<file path="src/rtl/lane_car_queue.sv">
// rtl/lane_car_queue.sv - waiting-car queue and paced intersection discharge for one approach
//
// Absorbs the per-cycle arrival strobe, tracks the number of cars waiting and
// releases them through the intersection one at a time while the light is green.
// Each car occupies the intersection for DEPART_CYCLES cycles, followed by
// GAP_CYCLES cycles of headway before the next car may enter.
//
// Optional build macro: LANE_CAR_QUEUE_DROP_COUNT_EN adds a saturating count
// of arrivals dropped because the queue was full.
//
// Ports:
//   traffic_clk  in   traffic clock, rising edge
//   reset_n      in   asynchronous active-low reset
//   add_car      in   arrival strobe, one car per cycle sampled high
//   light_green  in   this approach's light is green
//   car_count    out  cars waiting (excludes the car in the intersection)
//   car_waiting  out  car_count != 0
//   queue_full   out  car_count == MAX_CARS
//   car_depart   out  one-cycle pulse per car cleared
//   cars_passed  out  total departures, wraps at 256
//   drop_count   out  dropped arrivals, saturating (macro builds only)

module lane_car_queue #(
    parameter int MAX_CARS      = 15,
    parameter int CNT_W         = 4,
    parameter int DEPART_CYCLES = 2,
    parameter int GAP_CYCLES    = 1
) (
    input  logic             traffic_clk,
    input  logic             reset_n,
    input  logic             add_car,
    input  logic             light_green,
    output logic [CNT_W-1:0] car_count,
    output logic             car_waiting,
    output logic             queue_full,
    output logic             car_depart,
    output logic [7:0]       cars_passed
`ifdef LANE_CAR_QUEUE_DROP_COUNT_EN
    ,
    output logic [7:0]       drop_count
`endif
);

    typedef enum logic [1:0] {
        S_IDLE  = 2'd0,
        S_CROSS = 2'd1,
        S_GAP   = 2'd2
    } state_t;

    // The timer counts down the remaining cycles of the current phase, so it
    // never needs to hold more than the longest phase length minus one.
    localparam int TMAX  = (DEPART_CYCLES > GAP_CYCLES) ? DEPART_CYCLES : GAP_CYCLES;
    localparam int TMR_W = (TMAX < 2) ? 1 : $clog2(TMAX);

    localparam logic [TMR_W-1:0] DEP_LOAD = TMR_W'(DEPART_CYCLES - 1);
    localparam logic [TMR_W-1:0] GAP_LOAD = TMR_W'((GAP_CYCLES > 0) ? (GAP_CYCLES - 1) : 0);
    localparam logic [CNT_W-1:0] MAX_CNT  = CNT_W'(MAX_CARS);
    localparam logic [CNT_W-1:0] CNT_ONE  = CNT_W'(1);

    state_t             state_q, state_d;
    logic [TMR_W-1:0]   timer_q, timer_d;
    logic [CNT_W-1:0]   count_q, count_d;
    logic               depart_q, depart_d;
    logic [7:0]         passed_q, passed_d;

    logic               can_enter;
    logic               take;
    logic               accept;

    assign can_enter = light_green && (count_q != '0);

    // Phase sequencing. A car committed to CROSS always completes, so
    // light_green is only consulted at entry decisions.
    always_comb begin
        state_d  = state_q;
        timer_d  = timer_q;
        take     = 1'b0;
        depart_d = 1'b0;
        passed_d = passed_q;

        case (state_q)
            S_IDLE: begin
                if (can_enter) begin
                    state_d = S_CROSS;
                    timer_d = DEP_LOAD;
                    take    = 1'b1;
                end
            end

            S_CROSS: begin
                if (timer_q == '0) begin
                    depart_d = 1'b1;
                    passed_d = passed_q + 8'd1;
                    if (GAP_CYCLES > 0) begin
                        state_d = S_GAP;
                        timer_d = GAP_LOAD;
                    end else if (can_enter) begin
                        state_d = S_CROSS;
                        timer_d = DEP_LOAD;
                        take    = 1'b1;
                    end else begin
                        state_d = S_IDLE;
                        timer_d = '0;
                    end
                end else begin
                    timer_d = timer_q - 1'b1;
                end
            end

            S_GAP: begin
                if (timer_q == '0) begin
                    if (can_enter) begin
                        state_d = S_CROSS;
                        timer_d = DEP_LOAD;
                        take    = 1'b1;
                    end else begin
                        state_d = S_IDLE;
                    end
                end else begin
                    timer_d = timer_q - 1'b1;
                end
            end

            default: begin
                state_d = S_IDLE;
                timer_d = '0;
            end
        endcase
    end

    // A car leaving for the intersection frees a slot on the same edge, so an
    // arrival at full is still accepted when it coincides with an entry.
    assign accept = add_car && ((count_q != MAX_CNT) || take);

    always_comb begin
        count_d = count_q;
        if (accept && !take) begin
            count_d = count_q + CNT_ONE;
        end else if (take && !accept) begin
            count_d = count_q - CNT_ONE;
        end
    end

    always_ff @(posedge traffic_clk or negedge reset_n) begin
        if (!reset_n) begin
            state_q  <= S_IDLE;
            timer_q  <= '0;
            count_q  <= '0;
            depart_q <= 1'b0;
            passed_q <= 8'd0;
        end else begin
            state_q  <= state_d;
            timer_q  <= timer_d;
            count_q  <= count_d;
            depart_q <= depart_d;
            passed_q <= passed_d;
        end
    end

`ifdef LANE_CAR_QUEUE_DROP_COUNT_EN
    logic [7:0] drop_q, drop_d;

    always_comb begin
        drop_d = drop_q;
        if (add_car && !accept && (drop_q != 8'hFF)) begin
            drop_d = drop_q + 8'd1;
        end
    end

    always_ff @(posedge traffic_clk or negedge reset_n) begin
        if (!reset_n) begin
            drop_q <= 8'd0;
        end else begin
            drop_q <= drop_d;
        end
    end

    assign drop_count = drop_q;
`endif

    assign car_count   = count_q;
    assign car_waiting = (count_q != '0);
    assign queue_full  = (count_q == MAX_CNT);
    assign car_depart  = depart_q;
    assign cars_passed = passed_q;

endmodule

</file>
<file path="config.mk">
export PLATFORM = sky130hd
export DESIGN_NAME = lane_car_queue
export DESIGN_NICKNAME = d
export VERILOG_FILES = /design/src/rtl/lane_car_queue.sv
export SDC_FILE = /design/constraint.sdc
export NUM_CORES = 1
export LEC_CHECK = 0
export CORE_UTILIZATION = 43
export CTS_BUF_LIST = sky130_fd_sc_hd__clkbuf_16
export CTS_CLUSTER_DIAMETER = 50
export DETAILED_ROUTE_END_ITERATION = 12
export PLACE_DENSITY = 0.69
export SLEW_MARGIN = 10
export SYNTH_ARGS = -nofsm -noshare
export SYNTH_HDL_FRONTEND = slang
export SYNTH_SLANG_ARGS = --single-unit
</file>
<file path="constraint.sdc">
create_clock -name traffic_clk -period 2.4 [get_ports traffic_clk]
set_clock_uncertainty 0.05 [all_clocks]
set_input_delay 0.24 -clock traffic_clk [delete_from_list [all_inputs] [get_ports traffic_clk]]
set_output_delay 0.24 -clock traffic_clk [all_outputs]
set_load 0.05 [all_outputs]
</file>
After elaboration in Yosys (flattened, before gate mapping)
Cells that the tools add are included.
{ "op_classes": {"bitwise": 1, "muxes": 16, "n_addsub": 4, "n_reduce_logical": 12, "eq_ne": 7} }
{ "ops": {"columns": ["cell", "n"], "rows": [
  ["8-bit by 1-bit adder with 8-bit output (second input constant)", 1],
  ["1-bit two-way mux", 8],
  ["4-bit two-way mux", 2],
  ["2-bit two-way mux", 3],
  ["2-bit inequality test (second input constant)", 3],
  ["2-bit case mux with 3 select lines", 1],
  ["4-bit by 1-bit adder with 4-bit output (second input constant)", 1],
  ["4-bit == test (second input constant)", 1],
  ["1-bit logical AND", 4],
  ["4-bit inequality test (second input constant)", 1],
  ["4-bit nonzero test", 1],
  ["4-bit by 1-bit subtractor with 4-bit output (second input constant)", 1],
  ["1-bit case mux with 3 select lines", 1],
  ["3-bit AND reduction", 1],
  ["2-bit by 1-bit == test with 1-bit output (second input constant)", 1],
  ["2-bit == test (second input constant)", 1],
  ["1-bit logical NOT", 2],
  ["2-bit logical NOT", 1],
  ["1-bit case mux with 2 select lines", 1],
  ["2-bit AND reduction", 1],
  ["2-bit nonzero test", 1],
  ["1-bit logical OR", 1],
  ["1-bit NOT", 1],
  ["1-bit subtractor (second input constant)", 1]
]} }
{ "totals": {"inputBits": 4, "out_inout_bits": 15, "regBits": 16, "wordCells": 45} }

Depth between registers and ports, before layout
Gate-level depths: netlist (run 1).
{ "depth": {"word_depth": 11, "ltp_mapped": 9, "depth_no_buf": 9} }

Worst setup path after synthesis (run 1)
No wires, ideal clock.
{ "synth_path": {"path_kind": "reg2reg", "startpoint": "register count_q[0] (netlist: car_count[0])", "endpoint": "register count_q[3] (netlist: car_count[3])", "arrival_time_ns": 2.790, "synth_period_minus_slack_ns": 2.971, "path_buffers": 0, "slack_ns": -0.571, "t_required_ns": 2.219, "path_stages_with_launch": 9, "setup_time_ns": 0.131, "path_cell_list": "dfrtp_1 and4_1 a21boi_1 ha_1 inv_1 ha_1 or4_1 o211ai_1 o211ai_1"} }
{ "synth_via": {"elab_chain_len": 10, "word_cells_on_any_way": 17, "classes_between": "add/sub (2); eq/ne (1); mux (5); reduce/logical (9)"} }
{ "synth_lines": {"columns": ["item", "line", "text"], "rows": [
  ["start: declaration", "62", "logic [CNT_W-1:0] count_q, count_d;"],
  ["start signal: assignment", "154", "count_q <= count_d;"],
  ["4-bit nonzero test", "70", "assign can_enter = light_green && (count_q != '0);"],
  ["1-bit logical AND", "70", null],
  ["1-bit two-way mux", "83, 112", null],
  ["1-bit two-way mux", "111", "if (timer_q == '0) begin"],
  ["1-bit case mux with 2 select lines", "81", "case (state_q)"],
  ["1-bit logical OR", "133", "assign accept = add_car && ((count_q != MAX_CNT) || take);"],
  ["1-bit logical AND", "133", null],
  ["1-bit logical NOT", "139", "end else if (take && !accept) begin"],
  ["1-bit logical AND", "139", null],
  ["2-bit nonzero test (no source line)", null, null]
]} }
Parallel ways exist; a longest one is shown, timed or not. The select of a mux whose other input is x is not followed.
A chain may end at the register's enable or synchronous reset.

Final worst setup path (run 1)
{ "layout_path": {"startpoint": "register count_q[0] (netlist: car_count[0])", "endpoint": "output port car_waiting"} }
{ "layout_via": {"elab_chain_len": 1} }
{ "layout_lines": {"columns": ["item", "line", "text"], "rows": [
  ["4-bit nonzero test", "182", "assign car_waiting = (count_q != '0);"],
  ["end: declaration", "34", "output logic car_waiting,"]
]} }
No other way between the ends.

==> results, run 1 <==
- The run finished with clean final reports.
- Setup violations remaining at the end of the flow were counted as 0.
- The tool flagged a number of max-cap violations equal to 0.
- Dividing total power by cell area gives a power density of 1690 nW/um2.
- STA classifies the critical path startpoint as a register.
- The die footprint is 2180 um2.
- After synthesis, flip-flops and latches occupy 46.7% of the total area.
- The clock-pin transition on the worst setup and hold timing paths is 0.05 ns.
- Counting distinct cell types in the post-synthesis netlist gives 29.
- The number of H-tree levels is 1.
- The overall die height is 46.6 um.
- Counting instances, the worst hold path has a depth of 4.
- The endpoint kind of the worst setup timing path is an output pin.
- The number of nets produced by synthesis is 82.
- The area overhead of the layout relative to synthesis is 57.5%.
- The setup check on the worst reg-to-reg path leaves a slack of 0.07 ns.
- The worst hold path belongs to the class in2reg.
- The routed design has 2060 um of wire.
- The floorplan has 15 rows.
- After detailed placement, the total cell area comes to 1210 um2.
- The root buffer cell chosen for the clock tree is sky130_fd_sc_hd__clkbuf_16.
- Across the VDD grid, the largest voltage drop is 0.00116 V.
- The post-synthesis instance area is 857 um2.
- The filler cells instantiated in the layout total 133.
- The final worst-path setup slack is 0.0363 ns.
- The detailed router's first-iteration violation count is 10.
- The total inserted antenna cells is 0.
- The routed design could run at a clock period as short as 2.36 ns.
- The largest net degree at the start of global routing is 17.
- In this run the worst path has a maximum fanout of 7.
- The via total after detailed routing is 698.
- Once layout is complete, the utilization of the core stands at 74.9%.
- The Yosys warning count is 0.
- The depth of the most critical reg-to-reg path is 9.
- The layout net count is 121.
- The number of global-route vias before repair was 645.
- The area of all placed cells without fillers is 1350 um2.
- The proportion of synthesized flip-flops having asynchronous set or reset is 100%.
- The congestion estimate from routability-driven global placement came to 0.822.
- The classification of the worst setup path is reg2out.
- The maximum buffer depth of the clock tree is 2.
- The destination of the worst hold path is state_q[0].
- Data on the critical path arrives at its endpoint at 2.07 ns.
- The overall track demand over capacity in global routing is 19.8%.
- Measured along the x axis, the die boundary spans 46.6 um.
- The count of clock tree sinks is 16.
- Detailed placement finished with a half-perimeter wire length of 1410 um.
- The per-cell via count in the routed design is 5.13.
- The final critical path takes up 98.5% of the cycle.
- The endpoint identified for the worst register-to-register timing path is car_count[3].
- The core region is 1800 um2.
- Setup repair after global routing could not meet its margin everywhere.
- The number of antenna violations at the first check in global routing is 0.
- Leaving out fill and tap cells, the most frequent cells in the layout are 17 x sky130_fd_sc_hd__clkdlybuf4s50_1, 17 x sky130_fd_sc_hd__buf_4, 12 x sky130_fd_sc_hd__dfrtp_1, 6 x sky130_fd_sc_hd__nand2_1, 5 x sky130_fd_sc_hd__xor2_1.
- Buffers placed on the I/O ports in this run total 18.
- The number of iterations in the first detailed-routing pass is 4.
- The clock reaches the later pin of the worst-skew pair after 0.24 ns.
- For this configuration, the core starts out at a cell density of 47.6%.
- The first-pass GRT wire length is 2890 um.
- For this run, the leading register cell type out of synthesis is sky130_fd_sc_hd__dfrtp_1.
- The sum of overflow across all layers after global routing is 0.
- In this run the tightest slew margin relative to its limit is 51.2%.
- The count of final hold-check violations came to 0.
- The count of final max-slew check failures is 0.
- The hold path startpoint is light_green.
- In this run the critical register-to-register path is launched from car_count[0].
- The fraction of layout cells with a size suffix above 1 is 36.9%.
- In the global route stage, met1 resource usage came out at 26.7%.
- In this run the count of I/O pins placed on the die edge is 19.
- The met2 routing resource usage after global routing is 30.8%.
- The met3 usage in global routing is 4.71%.
- In this run the mean area of a mapped cell was 11.7 um2.
- Timing analysis after detailed placement gives a worst setup slack of -0.249 ns.
- The detail route stage leaves a number of antenna-violating nets equal to 0.
- After detailed routing, the average wire length per cell comes to 15.1 um.
- The TritonCTS buffer count is 3.
- The standby leakage power is 0.587 nW.
- Counting flops with a built-in enable in the synthesized netlist gives 0.
- After technology mapping, the gate count stands at 73.
- The required time at the worst-slack endpoint is 2.11 ns.
- The number of hold buffers added after cts is 0.
- The CTS tree is done.
- The transition at the pin with the smallest max-transition slack is 0.729 ns.
- The most used routing layer is met2.
- The number of storage elements in the synthesis netlist is 16.
- Timing would allow up to 423 MHz.
- After detailed routing, the number of remaining DRC violations is 0.
kinds of logic (layout without fill, tap and decap cells):
group                      after synthesis  in the layout  synth area share [%]
buffers and inverters                    3             41                  1.31
xor gates and xnor gates                 9              9                  9.20
DFF                                     16             16                  46.7
adders and majority gates                5              5                  8.18
and+or+nand+nor                         26             26                  20.0
muxes                                    4              4                  5.11
AOI/OAI and AO/OA                       10             10                  9.49
power breakdown:
group,total [W],internal (W),leakage [nW],switching (W)
clock,0.000324,0.000221,0.0385,0.000103
sequential,0.000516,0.000394,0.196,0.000121
combinational,0.00144,0.000642,0.352,0.000794
total,0.00228,0.00126,0.587,0.00102
flip-flops by register name (all words and copies together) (netlist names):
register     cells
state_q          2
cars_passed      8
timer_q          1
car_depart       1
car_count        4
synth_stat cells, types with 2 or more instances:
| library cell | n | area [um2] |
|---|---|---|
| sky130_fd_sc_hd__nor3_1 | 3 | 15.0 |
| sky130_fd_sc_hd__dfrtp_1 | 16 | 400 |
| sky130_fd_sc_hd__a21oi_1 | 2 | 10.0 |
| sky130_fd_sc_hd__nand4_1 | 2 | 12.5 |
| sky130_fd_sc_hd__o211ai_1 | 2 | 15.0 |
| sky130_fd_sc_hd__inv_1 | 2 | 7.51 |
| sky130_fd_sc_hd__xor2_1 | 5 | 43.8 |
| sky130_fd_sc_hd__ha_1 | 4 | 50.1 |
| sky130_fd_sc_hd__nor2_1 | 4 | 15.0 |
| sky130_fd_sc_hd__nand2_1 | 6 | 22.5 |
| sky130_fd_sc_hd__or4_1 | 2 | 15.0 |
| sky130_fd_sc_hd__xnor2_1 | 4 | 35.0 |
| sky130_fd_sc_hd__nand3_1 | 2 | 10.0 |
| sky130_fd_sc_hd__or3_1 | 2 | 12.5 |
| sky130_fd_sc_hd__mux2_2 | 3 | 33.8 |
area by class of cell:
type / instances / area, um2 / area share (%)
multi-input cells: 54 / 514 / 38.1
flip-flops and latches: 16 / 405 / 30.0
repair buffers: 35 / 310 / 23.0
clock buffers: 3 / 75.1 / 5.56
well taps: 25 / 31.3 / 2.32
inverters: 2 / 10.0 / 0.741
clock inverters: 1 / 3.75 / 0.278
repair_timing:
| item | 4_1_cts | 5_1_grt |
|---|---|---|
| buffers inserted | 0 | 1 |
| pin swaps | 2 | 8 |
| gates resized for setup | 0 | 11 |
| endpoints found under the setup margin | 1 | 3 |
| cloned | 0 | 0 |
how the worst max path moves through the flow:
stage	start	end	cells past startpoint
2_1_floorplan	car_count[2]	car_count[3]	9
3_3_place_gp	light_green	car_count[3]	10
3_5_place_dp	light_green	car_count[3]	10
4_1_cts	timer_q	car_count[3]	9
5_1_grt	car_count[3]	car_count[3]	9
6_report	car_count[0]	car_waiting	3
routing by layer:
layer / part of all wire (%) / wire length, um / vias to the layer above
li1: - / - / 344
met1: 48 / 979 / 332
met2: 46 / 945 / 18
met3: 5.3 / 109 / 4
met4: 1.3 / 26 / 0
met5: 0 / 0 / -
critical path, stage by stage (launching register included):
cell and delay [ns]:
sky130_fd_sc_hd__dfrtp_2 0.42, sky130_fd_sc_hd__buf_4 0.18, sky130_fd_sc_hd__or4_1 0.51, sky130_fd_sc_hd__clkdlybuf4s50_1 0.71
through the flow:
| step | instances | setup TNS (ns) | power, W | hold slack, ns |
|---|---|---|---|---|
| after floorplan | 73 | -0.141 | 0.00132 | -0.106 |
| after global placement | 132 | -0.356 | 0.00180 | 0.407 |
| after detailed placement | 132 | -0.552 | 0.00184 | 0.406 |
| after CTS | 136 | 0 | 0.00218 | 0.408 |
| after global routing | 136 | -0.0332 | 0.00240 | 0.383 |
| final | 136 | 0 | 0.00228 | 0.365 |
No activity file was read; power rests on OpenSTA's default activity.
==> run 2, diff against run 1 <==
CELL_PAD_IN_SITES_DETAIL_PLACEMENT = 1   (was not set)
CELL_PAD_IN_SITES_GLOBAL_PLACEMENT = 1   (was not set)
CORE_UTILIZATION = 34   (was 43)
PLACE_DENSITY = 0.7   (was 0.69)
clock period = 2 ns   (was 2.4 ns; I/O delays follow)
==> run 2 against run 1 <==
Highest routed layer is now met3. The run now ends with setup timing left. Critical endpoint is now car_count[3]. Die area up 25%. Design area up 2.8%. Non-clock buffer count up 5. Worst setup slack worse by 0.44 ns.
==> results, run 2 (synthesis gave the netlist of run 1 again) <==
- The upper clock frequency limit is 416 MHz.
- The filler cell count came to 248 (+86%).
- Compared with the post-synthesis result, the final layout area differs by 61.9%.
- The overall track demand over capacity in global routing came to 20.2% (+0.38 points).
- The top cell types in the final layout, fill and taps aside, are 23 x sky130_fd_sc_hd__buf_4, 15 x sky130_fd_sc_hd__clkdlybuf4s50_1, 12 x sky130_fd_sc_hd__dfrtp_1, 6 x sky130_fd_sc_hd__nand2_1, 5 x sky130_fd_sc_hd__xor2_1.
- The layout net count is 126 (+4.1%).
- Leaving out fill and tap cells, the most frequent cell in the layout is sky130_fd_sc_hd__buf_4.
- The checks that failed: setup timing.
- The largest fanout on the critical path came to 4 (-3).
- The worst register-to-register path ends at car_count[3].
- The flip-flop count of the largest register after layout is 8 (unchanged).
- The core footprint is 2300 um2 (+27%).
- The worst register-to-register path begins at car_count[0].
- The overall die height was 52.2 um (+12%).
- The clock-pin transition on the worst setup and hold timing paths is 0.05 ns (about the same).
- The count of final hold-check violations is 0 (unchanged).
- The total power density per cell area came to 1990 nW/um2 (+18%).
- The number of iterations in the first detailed-routing pass came to 1 (-3).
- The cell type group with the largest total delay on the critical path is simple AND/OR/NAND/NOR gates.
- The standby leakage power is 0.622 nW (+5.9%).
- The max-cap violation count is 0 (unchanged).
- The sum of overflow across all layers after global routing is 0 (unchanged).
- The transition at the pin with the smallest max-transition slack is 0.502 ns (-0.227 ns).
- The worst slack after detailed placement is -0.639 ns (-0.390 ns).
- TritonCTS built the clock tree.
- The insertion delay to the later sink of the worst-skew pair is 0.24 ns (about the same).
- The number of remaining DRC errors came to 0 (unchanged).
- The detailed placement HPWL is 1680 um (+19%).
- The detailed router's first-iteration violation count is 0 (-10).
- The required time at the worst-slack endpoint is 2.07 ns (-0.04 ns).
- The number of antenna violations at the first check in global routing is 0 (unchanged).
- The per-cell via count in the routed design was 4.92 (-4.2%).
- The row count was 17 (+2).
- The area of all placed cells without fillers came to 1390 um2 (+2.8%).
- The maximum buffer depth of the clock tree is 2 (unchanged).
- The number of global-route vias before repair is 821 (+27%).
- The period utilization is 120%.
- The startpoint type of the worst setup path is a register.
- The depth of the most critical reg-to-reg path is 9 (unchanged).
- The count of final max-slew check failures is 0 (unchanged).
- The combined flip-flop and latch cell area came to 405 um2 (unchanged).
- The number of H-tree levels came to 1 (unchanged).
- The via total after detailed routing was 708 (+1.4%).
- The top-level port count is 19 (unchanged).
- The number of hold buffers added after cts is 0 (unchanged).
- The endpoint kind of the worst setup timing path is a register.
- The number of port buffers was 18 (unchanged).
- The final worst-path setup slack is -0.402 ns (-0.438 ns).
- Setup repair after global routing could not meet its margin everywhere.
- The flow ran to the end, but the final reports show violations.
- Traced cell by cell, the critical path runs through o41ai_4, or3_4, buf_6, ha_4, inv_4, ha_4, or4_4, o211ai_1, o211ai_1.
- The total inserted antenna cells came to 0 (unchanged).
- The largest individual stage delay along the critical path comes from the cell sky130_fd_sc_hd__or4_4.
- The effective utilization at floorplan is 37.3% (-10 points).
- The critical path buffer and inverter count is 2 (unchanged).
- The TritonCTS buffer count was 3 (unchanged).
- The wire length after detailed routing came to 2410 um (+17%).
- The antenna violation net count after detailed routing is 0 (unchanged).
- The classification of the worst setup path is reg2reg.
- The area of the multi-input gates is 512 um2 (-0.49%).
- The largest stage delay on the critical path is 0.52 ns (-0.19 ns).
- The largest net degree at the start of global routing is 17 (unchanged).
- The class of the most critical hold timing path is in2async.
- The first-pass GRT wire length is 3890 um (+35%).
- The die footprint was 2730 um2 (+25%).
- The width of the chip is 52.2 um (+12%).
- The count of clock tree sinks is 16 (unchanged).
- The final period demand of the worst path is 2.40 ns.
- The cell area reported after detailed placement is 1220 um2 (+0.52%).
- The final count of negative-setup-slack endpoints was 3 (+3).
- The fraction of layout cells with a size suffix above 1 is 40.5% (+3.6 points).
- The final core area utilization is 60.4% (-15 points).
- The post-detailed-route wirelength per cell is 16.7 um (+10%).
- The worst ir drop on vdd came to 0.00144 V (+24%).
- The weighted congestion reported at the end of routability-driven placement is 0.776 (-5.6%).
- The remaining max-slew budget at the tightest pin came to 66.4% (+15 points).
- The cell chosen for the clock root is sky130_fd_sc_hd__clkbuf_16.
- The data arrival time of the critical path is 2.47 ns (+0.40 ns).
- The register-to-register setup slack was -0.40 ns (-0.47 ns).
[run 2: through the flow]
step	hold WS, ns	std cells	setup TNS [ns]	power (W)
detailed placement	0.417	136	-1.66	0.00223
finish	0.224	144	-0.889	0.00277
floorplan	-0.146	73	-1.12	0.00159
global placement	0.406	136	-1.46	0.00215
global route	0.255	144	-1.03	0.00293
CTS	0.233	144	-0.823	0.00274
[run 2: cell type report]
cell class,instances,area share [%]
multi-input combinational,54,36.9
inverter,2,0.721
clock buffer,3,5.41
sequential,16,29.2
clock inverter,1,0.271
tap,28,2.52
timing repair buffer,40,25.0
[run 2: metal layers]
layer  vias up  GRT usage (%)  wire length, um
met4         0           1.32                0
met3         0           4.35               39
met5         -              0                0
met2         6           36.3             1270
li1        350              -                -
met1       352           25.9             1100
[run 2: worst max-delay path by stage]
| stage | from | endpoint | slack (ns) | depth (start not counted) |
|---|---|---|---|---|
| 2_1_floorplan | car_count[2] | car_count[3] | -0.54 | 9 |
| 3_3_place_gp | light_green | car_count[3] | -0.55 | 10 |
| 3_5_place_dp | light_green | car_count[3] | -0.64 | 10 |
| 4_1_cts | timer_q | car_count[3] | -0.39 | 9 |
| 5_1_grt | car_count[0] | car_count[3] | -0.47 | 9 |
| 6_report | car_count[0] | car_count[3] | -0.40 | 9 |
[run 2: power by group]
| part | switching, W | internal (W) |
|---|---|---|
| combinational | 0.000958 | 0.000801 |
| clock | 0.000119 | 0.000265 |
| sequential | 0.000150 | 0.000473 |
| total | 0.00123 | 0.00154 |
[run 2: what timing repair did]
action | CTS | global route
resized for setup | 9 | 4
pin swaps | 6 | 8
buffers inserted | 4 | 1
setup endpoints to repair | 3 | 3
